File: config.mk
export PLATFORM = sky130hd
export DESIGN_NAME = counter_modn_flag_flat
export DESIGN_NICKNAME = d
export VERILOG_FILES = /design/src/rtl/counter_modn_flag_if.sv /design/src/rtl/counter_modn_flag.sv /design/src/flat_wrapper.sv
export SDC_FILE = /design/constraint.sdc
export NUM_CORES = 1
export LEC_CHECK = 0
export ABC_AREA = 0
export CAP_MARGIN = 40
export CORE_AREA = 2 2 39 41
export CTS_CLUSTER_SIZE = 10
export DETAILED_ROUTE_END_ITERATION = 8
export DIE_AREA = 0 0 41 43
export DONT_BUFFER_PORTS = 1
export PLACE_DENSITY = 0.53
export SETUP_SLACK_MARGIN = 0.3
export SYNTH_ARGS = -nofsm -noshare
export SYNTH_HDL_FRONTEND = slang
export SYNTH_SLANG_ARGS = --single-unit
File: constraint.sdc
create_clock -name clock -period 3.3 [get_ports clock]
set_input_delay 0.33 -clock clock [delete_from_list [all_inputs] [get_ports clock]]
set_output_delay 0.33 -clock clock [all_outputs]
set_load 0.01 [all_outputs]
File: src/rtl/counter_modn_flag_if.sv
// rtl/counter_modn_flag_if.sv - control and status bundle for the modulo-N flag counter
interface counter_modn_flag_if #(
  parameter int WIDTH = 3
);
  logic             start;
  logic             en;
  logic             up_dn;
  logic             mode_wrap;
  logic             load;
  logic [WIDTH-1:0] load_value;
  logic [WIDTH-1:0] count;
  logic             flag;
  logic             tc;
  logic             running;

  modport master (
    output start, en, up_dn, mode_wrap, load, load_value,
    input  count, flag, tc, running
  );

  modport slave (
    input  start, en, up_dn, mode_wrap, load, load_value,
    output count, flag, tc, running
  );
endinterface

File: src/rtl/counter_modn_flag.sv
// rtl/counter_modn_flag.sv - modulo-N up/down counter with sticky threshold flag and tc pulse
module counter_modn_flag #(
  parameter int MODULUS   = 8,
  parameter int WIDTH     = 3,
  parameter int THRESHOLD = 4
) (
  input logic                clock,
  input logic                clearn,
  counter_modn_flag_if.slave bus
);
  typedef enum logic [1:0] {IDLE = 2'd0, RUN = 2'd1, DONE = 2'd2} state_t;

  localparam logic [WIDTH-1:0] TOP  = WIDTH'(MODULUS - 1);
  localparam logic [WIDTH-1:0] THR  = WIDTH'(THRESHOLD);
  localparam logic [WIDTH-1:0] ZERO = '0;
  localparam logic [WIDTH-1:0] ONE  = WIDTH'(1);

  state_t           state;
  logic [WIDTH-1:0] count_q;
  logic             flag_q;
  logic             tc_q;
  logic             running_q;
  logic             at_term;
  logic [WIDTH-1:0] step_val;
  logic [WIDTH-1:0] load_sat;

  // step_val is the next count in the current direction, already wrapped at the terminal value
  always_comb begin
    load_sat = (bus.load_value > TOP) ? TOP : bus.load_value;
    at_term  = bus.up_dn ? (count_q == TOP) : (count_q == ZERO);
    if (at_term) step_val = bus.up_dn ? ZERO : TOP;
    else         step_val = bus.up_dn ? (count_q + ONE) : (count_q - ONE);
  end

  always_ff @(posedge clock or negedge clearn) begin
    if (!clearn) begin
      state     <= IDLE;
      count_q   <= ZERO;
      flag_q    <= 1'b0;
      tc_q      <= 1'b0;
      running_q <= 1'b0;
    end else begin
      tc_q <= 1'b0;
      if (bus.load) begin
        count_q   <= load_sat;
        flag_q    <= 1'b0;
        state     <= IDLE;
        running_q <= 1'b0;
      end else begin
        case (state)
          IDLE: begin
            if (bus.start) begin
              state     <= RUN;
              running_q <= 1'b1;
              flag_q    <= 1'b0;
            end
          end
          RUN: begin
            if (bus.en) begin
              if (at_term) tc_q <= 1'b1;
              // one-shot parks on the terminal value; flag only reacts to an actual move
              if (at_term && !bus.mode_wrap) begin
                state     <= DONE;
                running_q <= 1'b0;
              end else begin
                count_q <= step_val;
                if (step_val == THR) flag_q <= 1'b1;
              end
            end
          end
          DONE: begin
            if (bus.start) begin
              state     <= RUN;
              running_q <= 1'b1;
              flag_q    <= 1'b0;
              count_q   <= bus.up_dn ? ZERO : TOP;
            end
          end
          default: begin
            state     <= IDLE;
            running_q <= 1'b0;
          end
        endcase
      end
    end
  end

  assign bus.count   = count_q;
  assign bus.flag    = flag_q;
  assign bus.tc      = tc_q;
  assign bus.running = running_q;
endmodule

File: src/flat_wrapper.sv
// flat-port wrapper written by rule: the top's interface ports become plain ports
module counter_modn_flag_flat 
#(
  parameter int MODULUS   = 8,
  parameter int WIDTH     = 3,
  parameter int THRESHOLD = 4
)
  (clock, clearn, bus_start, bus_en, bus_up_dn, bus_mode_wrap, bus_load, bus_load_value, bus_count, bus_flag, bus_tc, bus_running);
  counter_modn_flag_if #(.WIDTH(WIDTH)) bus_i ();
  input logic clock;
  input logic clearn;
  input wire logic [$bits(bus_i.start)-1:0] bus_start;
  input wire logic [$bits(bus_i.en)-1:0] bus_en;
  input wire logic [$bits(bus_i.up_dn)-1:0] bus_up_dn;
  input wire logic [$bits(bus_i.mode_wrap)-1:0] bus_mode_wrap;
  input wire logic [$bits(bus_i.load)-1:0] bus_load;
  input wire logic [$bits(bus_i.load_value)-1:0] bus_load_value;
  output wire logic [$bits(bus_i.count)-1:0] bus_count;
  output wire logic [$bits(bus_i.flag)-1:0] bus_flag;
  output wire logic [$bits(bus_i.tc)-1:0] bus_tc;
  output wire logic [$bits(bus_i.running)-1:0] bus_running;
  assign bus_i.start = bus_start;
  assign bus_i.en = bus_en;
  assign bus_i.up_dn = bus_up_dn;
  assign bus_i.mode_wrap = bus_mode_wrap;
  assign bus_i.load = bus_load;
  assign bus_i.load_value = bus_load_value;
  assign bus_count = bus_i.count;
  assign bus_flag = bus_i.flag;
  assign bus_tc = bus_i.tc;
  assign bus_running = bus_i.running;
  counter_modn_flag #(.MODULUS(MODULUS), .WIDTH(WIDTH), .THRESHOLD(THRESHOLD)) u_core (.clock(clock), .clearn(clearn), .bus(bus_i));
endmodule
==> run metrics <==
layout cells sized above 1=13.8%; Worst-Skew Late Latency=0.26 ns; clock-pin slew on the worst setup and hold paths=0.05 ns; worst path arrival time=2.03 ns; Chip Height=43 µm; vias after detailed routing=480; min Tclk post-route=1.89 ns; CTS tree=built; starting utilization of the core area=38.6%; Seq/Total Area, Yosys=32.8%; root buf cell=clkbuf_4; RD Place Congestion=0.786; CORE AREA=1380 µm²; initial antenna violation count=0; clock skew=0.00274 ns; Die Wd=41 µm; Hold Path Depth=1; startpoint type of the worst setup path=flip-flop; first-pass GRT wire length=2.04 mm; post-DP HPWL=953 µm; run status=finished, final reports clean; Post-synth EDFFs=0; diodes inserted=0; Synth warnings=0; Max Buffers Root-to-Sink=2; routed len/inst=15.2 µm; Power Density=422 nW/µm²; RSZ-0062 raised after global routing=no; Hold Crit Class=input pin to flip-flop; ANT nets after route=0; Max FO, Critical Path=10; DRC viols=0; leakage power=0.000222 µW; synthesized cell area=534 µm²; die area=1760 µm²; GR Util met3=5.24%; Min Hold Slack=0.135 ns; busiest grt layer=met2; DRT Pass-1 Iters=4; setup violators final=0; Slew Viols, Final=0; Max transition margin=72.6%; Final #Nets=77; Mapped Cells=62; top_reg_cell synth=dfrtp_1; Yosys reg bits=7; Yosys cell types=30; Syn Area/Cell=8.62 µm²; pin count of the biggest net entering global routing=12; post-CTS setup buffers=0; max-cap viol count=0; Max H-tree Level=1; Cell Rows=14; setup_tns=0 ns; maximum vdd drop=152 µV; Port Buffers=0; Reg2Reg Depth=5; Async SR Flop Fraction=100%; fin crit share=57.3%; GRT Util Overall=17.7%; CTS Sinks=7; Crit Path Class=flip-flop to flip-flop; Synthesized Nets=73; number of vias per cell=5.93; Final Hold Viols=0; Setup crit end kind=flip-flop; worst-margin pin slew=0.410 ns; Max Clock Freq=529 MHz; Layout area overhead=7.49%; met1 Use GR=23.3%; DRT iter0 DRCs=6; TritonCTS Buffers=3; number of global-route vias before repair=459; Critical Path RT=3.44 ns; total global routing overflow=0; fill cell count=139; CTS resizes=0; drt total wl=1.23 mm; met2 global-route usage=24.7%; I/O pin total=16
==> timing repair <==
| item | CTS | global route |
|---|---|---|
| hold buffers | 1 | 0 |
| endpoints found under the hold margin | 7 | 0 |
| endpoints found under the setup margin | 0 | 0 |
==> through the flow <==
step	instances	cell area, µm²	worst slack, ns	total power (µW)	util (%)
2_1_floorplan	62	534	1.48	154	-
3_3_place_gp	76	538	1.41	161	38.9
3_5_place_dp	76	538	1.41	161	38.9
4_1_cts	81	574	1.41	245	41.5
5_1_grt	81	574	1.26	260	41.5
6_report	81	574	1.41	242	41.5
==> Yosys cell counts (2+ instances only) <==
master / n / area [µm²]
inv_1: 2 / 7.51
nand3b_1: 4 / 30.0
nor2_1: 8 / 30.0
nor3_1: 2 / 10.0
nand2b_1: 3 / 18.8
a21oi_1: 5 / 25.0
a31oi_1: 3 / 18.8
nand2_1: 6 / 22.5
o21ai_1: 2 / 10.0
dfrtp_1: 7 / 175
==> routing by layer <==
metal	wire, µm	vias up	part of all wire, %
met5	0	-	0
met4	27	0	2.2
met3	82	4	6.7
met2	595	16	48
met1	523	230	43
li1	-	230	-
==> state kept, by name, summed over array words and instances (netlist names) <==
| signal | cells |
|---|---|
| u_core.bus.count | 3 |
| u_core.state | 2 |
| u_core.bus.flag | 1 |
| u_core.bus.tc | 1 |
==> where the power goes <==
group	leakage [µW]	switching (µW)	internal (µW)
clock network	0.0000150	33.2	46.2
registers	0.0000901	17.3	91.6
logic	0.000117	26.7	27.3
total	0.000222	77.2	165
==> critical path: stages (launching register included) <==
cell and delay, ns:
dfrtp_1 0.52, fa_1 0.52, or2_2 0.32, o21bai_1 0.15, a31oi_1 0.18, nor2_1 0.07
==> cell usage in the layout, fill, tap and decap left out, drive strengths merged, types with 3 or more instances in the layout <==
| cell | n |
|---|---|
| nor2 | 8 |
| clkbuf | 4 |
| nand2 | 6 |
| a21oi | 6 |
| a31oi | 3 |
| dfrtp | 7 |
| nand2b | 3 |
| nand3b | 4 |
==> final timing paths <==
kind / slack (ns) / to / start
max reg2reg: 1.41 / u_core.bus.flag$_DFFE_PN0P_ / u_core.bus.count[0]$_DFFE_PN0P_
max in group asynchronous: 2.64 / u_core.bus.tc$_DFF_PN0_ / clearn
max: 1.41 / u_core.bus.flag$_DFFE_PN0P_ / u_core.bus.count[0]$_DFFE_PN0P_
min: 0.13 / u_core.state[0]$_DFFE_PN0P_ / bus_load
min reg2reg: 0.61 / u_core.state[0]$_DFFE_PN0P_ / u_core.state[1]$_DFFE_PN0P_
min in group asynchronous: 0.41 / u_core.bus.count[2]$_DFFE_PN0P_ / clearn
==> cell type report <==
class	count	area, µm²	area share (%)
repair buffers	1	10.0	1.74
clock buffers	4	26.3	4.58
multi-input cells	51	335	58.4
inverters	2	7.51	1.31
flip-flops and latches	7	175	30.5
well taps	16	20.0	3.49
==> kinds of logic after synthesis <==
kind of cell,count (synthesis),synth area share [%]
buf+inv,4,4.45
fa+ha+maj,1,3.75
compound gates,18,24.6
flops,7,32.8
mux,1,1.87
simple gates,30,30.9
xor+xnor,1,1.64
Note: power is estimated with default switching activity, not from simulation.
